--- config.mk ---
export PLATFORM = sky130hd
export DESIGN_NAME = memory_access
export DESIGN_NICKNAME = d
export VERILOG_FILES = /design/src/rtl/memory_access_pkg.sv /design/src/rtl/mem_wb_reg.sv /design/src/rtl/memory_access.sv
export SDC_FILE = /design/constraint.sdc
export NUM_CORES = 1
export LEC_CHECK = 0
export ABC_AREA = 1
export BUFFER_PORTS_ARGS = -buffer_cell sky130_fd_sc_hd__buf_4
export CORE_AREA = 5 5 230 232
export CTS_BUF_LIST = sky130_fd_sc_hd__clkbuf_4 sky130_fd_sc_hd__clkbuf_8
export CTS_CLUSTER_DIAMETER = 50
export CTS_CLUSTER_SIZE = 30
export DETAILED_ROUTE_END_ITERATION = 10
export DIE_AREA = 0 0 235 237
export MAX_ROUTING_LAYER = met4
export PLACE_DENSITY = 0.52
export SLEW_MARGIN = 20
export SYNTH_ARGS = -nofsm -noshare
export SYNTH_HDL_FRONTEND = slang
export SYNTH_HIERARCHICAL = 1
export SYNTH_SLANG_ARGS = --single-unit
--- constraint.sdc ---
create_clock -name clk -period 4.4 [get_ports clk]
set_clock_uncertainty 0.1 [all_clocks]
set_input_delay 0.66 -clock clk [delete_from_list [all_inputs] [get_ports clk]]
set_output_delay 0.66 -clock clk [all_outputs]
set_load 0.02 [all_outputs]
--- src/rtl/memory_access_pkg.sv ---
// rtl/memory_access_pkg.sv - shared pipeline types and constants for the MEM stage
package memory_access_pkg;

    localparam int WORD_W          = 64;
    localparam int TIMEOUT_CYC_DEF = 15;
    localparam int CNT_W           = 4;

    typedef enum logic {
        ST_IDLE = 1'b0,
        ST_BUSY = 1'b1
    } mem_state_t;

endpackage

--- src/rtl/mem_wb_reg.sv ---
// rtl/mem_wb_reg.sv - MEM/WB pipeline register with bubble insertion
module mem_wb_reg
    import memory_access_pkg::*;
(
    input  logic              clk,
    input  logic              resetl,
    input  logic              bubble,
    input  logic              regwrite_in,
    input  logic              mem2reg_in,
    input  logic [4:0]        rd_in,
    input  logic [WORD_W-1:0] aluout_in,
    input  logic              memdata_load,
    input  logic [WORD_W-1:0] memdata_in,
    output logic              regwrite_wb,
    output logic              mem2reg_wb,
    output logic [4:0]        rd_wb,
    output logic [WORD_W-1:0] aluout_wb,
    output logic [WORD_W-1:0] memdata_wb
);

    logic              regwrite_q, regwrite_d;
    logic              mem2reg_q,  mem2reg_d;
    logic [4:0]        rd_q,       rd_d;
    logic [WORD_W-1:0] aluout_q,   aluout_d;
    logic [WORD_W-1:0] memdata_q,  memdata_d;

    // A bubble only kills the register write; the other fields keep their value.
    always_comb begin
        regwrite_d = 1'b0;
        mem2reg_d  = mem2reg_q;
        rd_d       = rd_q;
        aluout_d   = aluout_q;
        memdata_d  = memdata_q;
        if (!bubble) begin
            regwrite_d = regwrite_in;
            mem2reg_d  = mem2reg_in;
            rd_d       = rd_in;
            aluout_d   = aluout_in;
        end
        if (memdata_load) begin
            memdata_d = memdata_in;
        end
    end

    always_ff @(posedge clk or negedge resetl) begin
        if (!resetl) begin
            regwrite_q <= 1'b0;
            mem2reg_q  <= 1'b0;
            rd_q       <= 5'd0;
            aluout_q   <= '0;
            memdata_q  <= '0;
        end else begin
            regwrite_q <= regwrite_d;
            mem2reg_q  <= mem2reg_d;
            rd_q       <= rd_d;
            aluout_q   <= aluout_d;
            memdata_q  <= memdata_d;
        end
    end

    assign regwrite_wb = regwrite_q;
    assign mem2reg_wb  = mem2reg_q;
    assign rd_wb       = rd_q;
    assign aluout_wb   = aluout_q;
    assign memdata_wb  = memdata_q;

endmodule

--- src/rtl/memory_access.sv ---
// rtl/memory_access.sv - MEM stage: branch resolve, data-memory handshake FSM, MEM/WB
module memory_access
    import memory_access_pkg::*;
#(
    parameter int TIMEOUT_CYC = TIMEOUT_CYC_DEF
) (
    input  logic              clk,
    input  logic              resetl,
    input  logic              RegWrite_MEM,
    input  logic              Branch_MEM,
    input  logic              Uncondbranch_MEM,
    input  logic              MemRead_MEM,
    input  logic              MemWrite_MEM,
    input  logic              Mem2Reg_MEM,
    input  logic              ALUzero_MEM,
    input  logic [4:0]        RD_MEM,
    input  logic [WORD_W-1:0] ALUout_MEM,
    input  logic [WORD_W-1:0] RegOutB_MEM,
    input  logic [WORD_W-1:0] PCtarget_MEM,
    output logic              PCSrc,
    output logic [WORD_W-1:0] PCtarget_IF,
    output logic              Stall_MEM,
    output logic              dmem_req,
    output logic              dmem_we,
    output logic [WORD_W-1:0] dmem_addr,
    output logic [WORD_W-1:0] dmem_wdata,
    input  logic [WORD_W-1:0] dmem_rdata,
    input  logic              dmem_ack,
    output logic              RegWrite_WB,
    output logic              Mem2Reg_WB,
    output logic [4:0]        RD_WB,
    output logic [WORD_W-1:0] ALUout_WB,
    output logic [WORD_W-1:0] MemData_WB,
    output logic              mem_fault
);

    localparam logic [CNT_W-1:0] TO_LAST = CNT_W'(TIMEOUT_CYC - 1);
    localparam logic [CNT_W-1:0] CNT_MAX = '1;
    localparam logic [CNT_W-1:0] CNT_ONE = CNT_W'(1);

    mem_state_t        state_q, state_d;
    logic [CNT_W-1:0]  cnt_q,   cnt_d;
    logic              req_q,   req_d;
    logic              we_q,    we_d;
    logic [WORD_W-1:0] addr_q,  addr_d;
    logic [WORD_W-1:0] wdata_q, wdata_d;
    logic              fault_q, fault_d;

    logic access, both_rw, misaligned, legal, busy, timeout;
    logic stall, fault_now, bubble, memdata_load;

    always_comb begin
        access       = MemRead_MEM ^ MemWrite_MEM;
        both_rw      = MemRead_MEM & MemWrite_MEM;
        misaligned   = access & (ALUout_MEM[2:0] != 3'b000);
        legal        = access & ~misaligned;
        busy         = (state_q == ST_BUSY);
        // The last permitted BUSY cycle without ack releases the pipeline itself.
        timeout      = busy & ~dmem_ack & (cnt_q == TO_LAST);
        stall        = (~busy & legal) | (busy & ~dmem_ack & ~timeout);
        fault_now    = (~busy & (both_rw | misaligned)) | timeout;
        bubble       = stall | fault_now;
        memdata_load = busy & dmem_ack & ~we_q;
    end

    always_comb begin
        state_d = state_q;
        cnt_d   = cnt_q;
        req_d   = req_q;
        we_d    = we_q;
        addr_d  = addr_q;
        wdata_d = wdata_q;
        fault_d = fault_q | fault_now;
        case (state_q)
            ST_IDLE: begin
                if (legal) begin
                    state_d = ST_BUSY;
                    cnt_d   = '0;
                    req_d   = 1'b1;
                    we_d    = MemWrite_MEM;
                    addr_d  = ALUout_MEM;
                    wdata_d = RegOutB_MEM;
                end
            end
            ST_BUSY: begin
                if (dmem_ack || timeout) begin
                    state_d = ST_IDLE;
                    cnt_d   = '0;
                    req_d   = 1'b0;
                    we_d    = 1'b0;
                end else if (cnt_q != CNT_MAX) begin
                    cnt_d = cnt_q + CNT_ONE;
                end
            end
            default: state_d = ST_IDLE;
        endcase
    end

    always_ff @(posedge clk or negedge resetl) begin
        if (!resetl) begin
            state_q <= ST_IDLE;
            cnt_q   <= '0;
            req_q   <= 1'b0;
            we_q    <= 1'b0;
            addr_q  <= '0;
            wdata_q <= '0;
            fault_q <= 1'b0;
        end else begin
            state_q <= state_d;
            cnt_q   <= cnt_d;
            req_q   <= req_d;
            we_q    <= we_d;
            addr_q  <= addr_d;
            wdata_q <= wdata_d;
            fault_q <= fault_d;
        end
    end

    mem_wb_reg u_mem_wb_reg (
        .clk          (clk),
        .resetl       (resetl),
        .bubble       (bubble),
        .regwrite_in  (RegWrite_MEM),
        .mem2reg_in   (Mem2Reg_MEM),
        .rd_in        (RD_MEM),
        .aluout_in    (ALUout_MEM),
        .memdata_load (memdata_load),
        .memdata_in   (dmem_rdata),
        .regwrite_wb  (RegWrite_WB),
        .mem2reg_wb   (Mem2Reg_WB),
        .rd_wb        (RD_WB),
        .aluout_wb    (ALUout_WB),
        .memdata_wb   (MemData_WB)
    );

    assign PCSrc       = Uncondbranch_MEM | (Branch_MEM & ALUzero_MEM);
    assign PCtarget_IF = PCtarget_MEM;
    assign Stall_MEM   = stall;
    assign dmem_req    = req_q;
    assign dmem_we     = we_q;
    assign dmem_addr   = addr_q;
    assign dmem_wdata  = wdata_q;
    assign mem_fault   = fault_q;

endmodule
-- Yosys cells after proc, flatten, opt, wreduce, memory -nomap -nowiden
Cells that the tools add are included.
- bitwise logic cells: 23
- muxes and demuxes: 13
- div/mod/pow operators: 0
- shift-type cells: 0
- magnitude comparators: 0
- reduce and logical (&&, ||, !) cells: 5
- equal/unequal tests: 5
- add/sub/neg operators: 1
- multipliers: 0
- operators by type and width (operator ; number):
    2-to-1 mux 4 bit ; 3
    AND 1 bit ; 11
    one-hot mux 4 bit (2 select lines) ; 1
    2-to-1 mux 1 bit ; 6
    OR 1 bit ; 6
    one-hot mux 1 bit (2 select lines) ; 3
    AND reduction 2 bit ; 3
    NOT 1 bit ; 5
    adder 4 x 1 -> 4 bit, second input constant ; 1
    equality test 4 bit, second input constant ; 1
    inequality test 4 bit, second input constant ; 1
    inequality test 3 x 1 -> 1 bit, second input constant ; 1
    nonzero test 3 bit ; 1
    inequality test 2 x 1 -> 1 bit, second input constant ; 1
    inequality test 2 bit, second input constant ; 1
    logical OR 1 bit ; 1
    bitwise XOR 1 bit ; 1
- output and inout port bits: 332
- memories kept: 0
- register bits after elaboration: 271
- RAM bits: 0
- logic and storage cells: 59
- memory bits (read-only): 0
- latch bits: 0

-- Depth between registers and ports, before layout
Gate-level depths: netlist (run 1).
- depth in word-level cells: 8
- depth in mapped cells: 12

-- Modules after synthesis
Netlist (run 1), hierarchy kept.
- modules (own cells, without submodules) (module ; instances ; cells an instance ; sequential area each (um^2) ; area an instance (um^2)):
    memory_access ; 1 ; 670 ; 3403.3 ; 5765.5
    mem_wb_reg ; 1 ; 569 ; 3378.2 ; 5166.2

-- Least setup slack after synthesis (run 1)
OpenSTA, ideal clock, no wires.
- kind: input to register
- from: input MemRead_MEM
- to: register u_mem_wb_reg.aluout_q[56] (netlist: u_mem_wb_reg/aluout_wb[56])
- data arrival time: 2.002 ns
- cell stages on the path: 10
- data required time: 4.184 ns
- path slack: 2.182 ns
- cells stage by stage: ha_1 -> nand3_2 -> buf_2 -> nand2_1 -> inv_1 -> nand3_1 -> buf_4 -> buf_4 -> nand2_1 -> nand2_1
- word-level cells in the longest chain between the ends: 7
- elaborated cells on any way between the ends: 11
- RTL lines (element ; RTL line ; RTL):
    start: declaration ; memory_access.sv:12 ; input logic MemRead_MEM,
    bitwise XOR 1 bit (*) ; memory_access.sv:53 ; access = MemRead_MEM ^ MemWrite_MEM;
    AND 1 bit ; memory_access.sv:55 ; misaligned = access & (ALUout_MEM[2:0] != 3'b000);
    NOT 1 bit ; memory_access.sv:56 ; legal = access & ~misaligned;
    AND 1 bit (*) ; memory_access.sv:56 ;
    AND 1 bit (*) ; memory_access.sv:60 ; stall = (~busy & legal) | (busy & ~dmem_ack & ~timeout);
    OR 1 bit (*) ; memory_access.sv:60 ;
    net Stall_MEM ; memory_access.sv:22 ; output logic Stall_MEM,
    OR 1 bit (*) ; memory_access.sv:62 ; bubble = stall | fault_now;
    net bubble ; memory_access.sv:50 ; logic stall, fault_now, bubble, memdata_load;
    end signal: assignment ; mem_wb_reg.sv:56 ; aluout_q <= aluout_d;
    end: declaration ; mem_wb_reg.sv:24 ; logic [WORD_W-1:0] aluout_q, aluout_d;
The timed path passes the listed nets; every way through them passes the cells marked *.
A chain may end at the register's enable or synchronous reset.

-- Worst setup path after layout (run 1)
- from: register cnt_q[0]
- to: register u_mem_wb_reg.aluout_q[30] (netlist: u_mem_wb_reg/aluout_wb[30])
- word-level cells in the longest chain between the ends: 6
- elaborated cells on any way between the ends: 7
- RTL lines (element ; RTL line ; RTL):
    start: declaration ; memory_access.sv:42 ; logic [CNT_W-1:0] cnt_q, cnt_d;
    start signal: assignment ; memory_access.sv:110 ; cnt_q <= cnt_d;
    equality test 4 bit (*) ; memory_access.sv:59 ; timeout = busy & ~dmem_ack & (cnt_q == TO_LAST);
    AND 1 bit (*) ; memory_access.sv:59 ;
    NOT 1 bit ; memory_access.sv:60 ;
    AND 1 bit ; memory_access.sv:60 ;
    OR 1 bit ; memory_access.sv:60 ;
    OR 1 bit (*) ; memory_access.sv:62 ;
    net bubble ; memory_access.sv:50 ;
Marks and branches as above.

==> impl_metrics.toml, run 1 <==
[pwr]
seqPwrFrac = 0.403
peakVddDrop_uv = 298
power_frac_clock = 0.279
comb_power_share = 0.318
powerDensity_nw_per_um2 = 553
internal_power_uw = 5480
switchingPower_uw = 3100
sw_frac_of_total = 0.361
total_power_uw = 8580
p_leak_uw = 0.00867

[final_layout]
final_cell_mix = "nand2_1, buf_4, dfrtp_1"
diodes = 0
seq_area_um2 = 6780
nets = 1917
nFillCells = 5368
layout-drive-gt1-share = 0.335
final_common_cell = "nand2_1"
multi_input_area_um2 = 3210
finish.utilization = 0.306
fin_area_um2 = 15500
syn2layout_area_growth_pct = 42.0

[setup_path]
startpoint_type = "flop"
crit_path_cell_trace = "inv_1 > ha_1 > nand3_1 > nand2_1 > nand2_1 > inv_1 > nand3_2 > inv_6 > nand2_1 > nand2_1"
cp_slowest_cell = "inv_6"
cp-end-kind = "flop"
critical-path-max-stage-delay_ns = 0.69
path_class = "reg -> reg"
critical_path.top_delay_family = "simple AND/OR/NAND/NOR gates"
required_ns = 4.80
cp_max_fo = 70
cp.arrival_ns = 3.34
path_buf_inv = 3
path_common_cell = "nand2_1"

[detailed_routing]
drt_iter0_markers = 374
vias_per_cell = 3.95
drc_errors = 0
wl_per_cell_um = 15.4
antenna_left = 0
dr.pass1.iters = 4
routed_wl_um = 36300
vias = 9300

[placement]
dp_hpwl_um = 25600
portBuffers = 474
placed_area_um2 = 14600
gp_congestion = 0.799

[cts]
cts-buffers-inserted = 39
cts_resized = 0
post_cts_buffers = 0
worstSkewPairLatency_ns = 0.58
cts_tree = "built"
clock_path_buffers = 3
cts.sinks = 271
cts_root_buffer = "clkbuf_8"
htreeDepth = 2
path_clk_slew_ns = 0.09
cts_hold_buf = 0

[global_routing]
gr-total-overflow = 0
grt_max_degree = 118
antenna_found_initial = 0
grt_pass1_vias = 9610
grt_pass1_wl_um = 56400
grt_usage = 0.129

[sta]
period_minus_slack_ns = 2.94
finalCritPeriodShare = 0.667
tns_ns = 0
slew_headroom = 0.352
fmax_ghz = 0.341
hold_violations = 0
worst_slew_pin_slew_ns = 0.973
rsz0062_at_grt = "false"
drv_slew = 0
setup_viol = 0
whs_ns = 0.0865

[hold_path]
holdCritPathClass = "in -> async"

[yosys]
synth_area_per_cell_um2 = 8.82
yosysUniqueCellTypes = 21
netlist_instances = 1239
synth_nets = 1513
yosysWarnings = 6
syn_area_um2 = 10900
ys_ff_latch = 271
synth_seq_area_share = 0.620

[die]
die_y_um = 237
die_area_um2 = 55700
die_w_um = 235
start_util = 0.215
fp.coreArea_um2 = 50800
ios = 603
num_rows = 83

[run_status]
outcome = "finished, final reports clean"

[job]
max-cap-violations = 0
==> state kept, by name (all words and copies together) (netlist names), 4 cells and up <==
signal / count
cnt_q: 4
u_mem_wb_reg/rd_wb: 5
dmem_addr: 64
dmem_wdata: 64
u_mem_wb_reg/memdata_wb: 64
u_mem_wb_reg/aluout_wb: 64
==> routing by layer <==
layer | share of wire | track usage | vias up
met2 | 0.47 | 0.202 | 389
met3 | 0.087 | 0.0508 | 62
met5 | 0 | - | -
met4 | 0.024 | 0.0366 | 0
li1 | - | - | 4472
met1 | 0.42 | 0.155 | 4377
==> worst paths after layout <==
check	from	end	slack, ns	cells past startpoint
worst max-delay path	cnt_q[0]	u_mem_wb_reg/aluout_wb[30]	1.46	10
worst min-delay path	resetl	u_mem_wb_reg/aluout_wb[21]	0.09	1
worst max register to register	cnt_q[0]	u_mem_wb_reg/aluout_wb[30]	1.46	10
worst min register to register	dmem_addr[1]	dmem_addr[1]	0.37	2
max in group asynchronous	resetl	u_mem_wb_reg/memdata_wb[3]	3.20	2
min in group clk	RD_MEM[2]	u_mem_wb_reg/rd_wb[2]	0.17	3
==> through the flow <==
stage          std cells  worst slack [ns]
5_1_grt             2352              1.11
3_3_place_gp        2282              1.17
2_1_floorplan       1239              2.18
3_5_place_dp        2282              1.03
4_1_cts             2352              1.33
6_report            2352              1.46
==> cell usage after synthesis, drive strengths merged <==
cell    number  share of area
dfrtp      271           0.62
buf        110          0.073
nor3         2         0.0014
nand3        9         0.0046
ha           3         0.0034
o21bai       1        0.00069
inv         17         0.0063
a21o         1        0.00069
nand2      801           0.28
o21ai        3         0.0014
clkbuf      10         0.0089
xor2         1        0.00080
nand4        2         0.0011
nor2         8         0.0027
==> power groups by stage <==
stage	Clock [uW]	Sequential, uW	Combinational [uW]
global route	2630	3540	2960
CTS	2530	3460	2790
floorplan	0	4210	685
finish	2400	3460	2730
detailed placement	0	3490	2790
global placement	0	3480	2780
==> area by class of cell <==
cell class                      instances  share of cell area
Sequential cell                       271               0.437
Inverter                               17             0.00467
Timing Repair Buffer                  483               0.236
Clock inverter                         26              0.0226
Multi-Input combinational cell        831               0.207
Clock buffer                           44              0.0382
Tap cell                              680              0.0548
==> kinds of logic after synthesis <==
family | share of synthesized area
and+or+nand+nor | 0.285
DFF | 0.620
buffers and inverters | 0.0878
AOI/OAI and AO/OA | 0.00275
adders and majority gates | 0.00343
xor gates and xnor gates | 0.000801
Power figures use the tool's default switching activity.
==> run 2, diff against run 1 <==
--- a/config.mk
+++ b/config.mk
@@ -5,16 +5,16 @@
 export SDC_FILE = /design/constraint.sdc
 export NUM_CORES = 1
 export LEC_CHECK = 0
-export ABC_AREA = 1
+export ABC_AREA = 0
 export BUFFER_PORTS_ARGS = -buffer_cell sky130_fd_sc_hd__buf_4
-export CORE_AREA = 5 5 230 232
+export CORE_AREA = 5 5 229 231
 export CTS_BUF_LIST = sky130_fd_sc_hd__clkbuf_4 sky130_fd_sc_hd__clkbuf_8
 export CTS_CLUSTER_DIAMETER = 50
 export CTS_CLUSTER_SIZE = 30
 export DETAILED_ROUTE_END_ITERATION = 10
-export DIE_AREA = 0 0 235 237
+export DIE_AREA = 0 0 234 236
 export MAX_ROUTING_LAYER = met4
-export PLACE_DENSITY = 0.52
+export PLACE_DENSITY = 0.53
 export SLEW_MARGIN = 20
 export SYNTH_ARGS = -nofsm -noshare
 export SYNTH_HDL_FRONTEND = slang
==> constraint.sdc (replaced) <==
create_clock -name clk -period 2.73 [get_ports clk]
set_clock_uncertainty 0.1 [all_clocks]
set_input_delay 0.4095 -clock clk [delete_from_list [all_inputs] [get_ports clk]]
set_output_delay 0.4095 -clock clk [all_outputs]
set_load 0.02 [all_outputs]
==> run 2 against run 1 <==
  * Combinational power increased by 120%
  * Global-route usage decreased by 0.66 points
  * Utilization grew 5.8 points
  * Setup slack worse by 1.3 ns
  * Non-clock buffer count is 225 higher
  * Critical path depth down 3
  * Sequential share of layout area shrank 6.3 points
  * Critical endpoint is now Stall_MEM
  * Largest cell class unchanged
  * Largest power group unchanged
==> impl_metrics.toml, run 2 <==
[run_status]
outcome = "finished, final reports clean"

[die]
fp.coreArea_um2 = 49900
num_rows = 82
die_w_um = 234
ios = 603
start_util = 0.229
die_y_um = 236
die_area_um2 = 55200

[setup_path]
path_class = "in -> out"
required_ns = 2.22
rr_endpoint = "u_mem_wb_reg/aluout_wb[18]"
critical_path.top_delay_family = "buffers and inverters"
cp_slowest_cell = "dlygate4sd3_1"
path_common_cell = "buf_4"
r2r_start = "busy"
cp_max_fo = 21
path_buf_inv = 4
reg2reg_depth = 4
crit_path_cell_trace = "dlygate4sd3_1 > buf_4 > nor4b_4 > nor2b_4 > buf_12 > a21o_1 > buf_4"
cp.arrival_ns = 2.08
cp-end-kind = "output pin"
critical-path-max-stage-delay_ns = 0.54
rrSetupSlack_ns = 0.54
startpoint_type = "input pin"

[hold_path]
holdCritPathClass = "in -> reg"
hold_start = "dmem_ack"
hold_end = "cnt_q[1]"
worstHoldPathCells = 5

[detailed_routing]
drt_iter0_markers = 251
drc_errors = 0
wl_per_cell_um = 16.8
routed_wl_um = 33900
antenna_left = 0
dr.pass1.iters = 4
vias = 7805
vias_per_cell = 3.86

[sta]
fmax_ghz = 0.386
slew_headroom = 0.544
hold_violations = 0
drv_slew = 0
setup_ws_ns = 0.137
period_minus_slack_ns = 2.59
finalCritPeriodShare = 0.950
worst_slew_pin_slew_ns = 0.682
rsz0062_at_grt = "false"
setup_viol = 0
tns_ns = 0
whs_ns = 0.185

[yosys]
ys.flop_type = "dfrtp_1"
ys_ff_latch = 271
synth_commonest_cells = "dfrtp_1, mux2_4, mux2_1"
synth-edff-count = 0
yosysUniqueCellTypes = 32
postSynth.asyncResetShare = 1.00
synth_nets = 944
synth_top_area_frac = 0.593
synth_area_per_cell_um2 = 17.1
synth_most_common_cell = "dfrtp_1"
yosysTopAreaCell = "dfrtp_1"
syn_area_um2 = 11400
netlist_instances = 670
synth_seq_area_share = 0.593
yosysWarnings = 6
synthTopCellsByArea = "dfrtp_1, mux2_4, mux2_1"

[global_routing]
antenna_found_initial = 1
grt_usage = 0.122
grt_max_degree = 76
grt_pass1_wl_um = 52400
grt_pass1_vias = 9046
gr-total-overflow = 0

[final_layout]
nFillCells = 4799
final_cell_mix = "buf_4, dfrtp_1, dlygate4sd3_1"
final_common_cell = "buf_4"
multi_input_area_um2 = 3710
seq_area_um2 = 6780
syn2layout_area_growth_pct = 58.4
layout-drive-gt1-share = 0.567
nets = 1595

[job]
max-cap-violations = 0

[cts]
clock_path_buffers = 3
htreeDepth = 2
cts.sinks = 271
path_clk_slew_ns = 0.07
cts_root_buffer = "clkbuf_8"
cts_tree = "built"
cts-buffers-inserted = 37
worstSkewPairLatency_ns = 0.57

[placement]
gp_congestion = 0.742
pre_cts_ws_ns = 0.364
portBuffers = 474
dp_hpwl_um = 23600

[pwr]
internal_power_uw = 10100
sw_frac_of_total = 0.341
powerDensity_nw_per_um2 = 845
seqPwrFrac = 0.386
power_frac_clock = 0.230
total_power_uw = 15300
comb_power_share = 0.384
switchingPower_uw = 5220
peakVddDrop_uv = 407
p_leak_uw = 0.00871
## run 2: how the worst max path moves through the flow
stage,end,depth (start not counted),startpoint,slack (ns)
after floorplan,Stall_MEM,7,MemRead_MEM,0.47
after global placement,dmem_addr[32],7,MemRead_MEM,0.39
after detailed placement,dmem_addr[32],7,MemRead_MEM,0.36
after CTS,Stall_MEM,7,ALUout_MEM[1],0.06
after global routing,Stall_MEM,7,ALUout_MEM[1],0.02
final,Stall_MEM,7,ALUout_MEM[1],0.14
## run 2: final cells by class
class	count	area share
Antenna cell	1	0.000138
Clock buffer	47	0.0340
Clock inverter	19	0.0119
Inverter	4	0.000828
Multi-Input combinational cell	299	0.205
Sequential cell	271	0.374
Tap cell	672	0.0464
Timing Repair Buffer	708	0.328
## run 2: tightest hold or removal path, stage by stage
cell,delay (ns)
buf_4,0.08
nor2b_1,0.03
buf_4,0.15
nand2_1,0.06
o22ai_1,0.07
## run 2: power groups by stage
stage                     Combinational (uW)  Sequential (uW)  Clock (uW)
after floorplan                         1750             7320           0
after global placement                  5670             5940           0
after detailed placement                5710             5950           0
after CTS                               5960             5910        3710
after global routing                    6210             6070        3850
final                                   5890             5910        3520
## run 2: per-layer routing
metal,part of all wire,global-route usage
met1,0.40,0.140
met2,0.49,0.202
met3,0.076,0.0350
met4,0.034,0.0473
met5,0,-
## run 2: kinds of logic (layout without fill, tap and decap cells)
| group | after synthesis | after routing | share of synthesized area |
|---|---|---|---|
| buffers and inverters | 100 | 778 | 0.0841 |
| adders and majority gates | 3 | 3 | 0.00328 |
| DFF | 271 | 271 | 0.593 |
| other | 0 | 1 | 0 |
| AOI/OAI and AO/OA | 21 | 21 | 0.0132 |
| and+or+nand+nor | 16 | 16 | 0.00951 |
| muxes | 259 | 259 | 0.297 |
## run 2: metrics by stage
| step | std cells | cell area, um2 | util |
|---|---|---|---|
| final | 2021 | 18100 | 0.363 |
| after global routing | 2021 | 18100 | 0.363 |
| after CTS | 2019 | 18100 | 0.363 |
| after detailed placement | 1752 | 15300 | 0.306 |
| after global placement | 1752 | 15300 | 0.306 |
| after floorplan | 670 | 11400 | - |
## run 2: timing repair
item | 4_1_cts | 5_1_grt
hold buffers | 201 | 0
resized for setup | 0 | 0
buffers inserted | 0 | 1
endpoints found under the setup margin | 0 | 1
hold endpoints to repair | 315 | 0
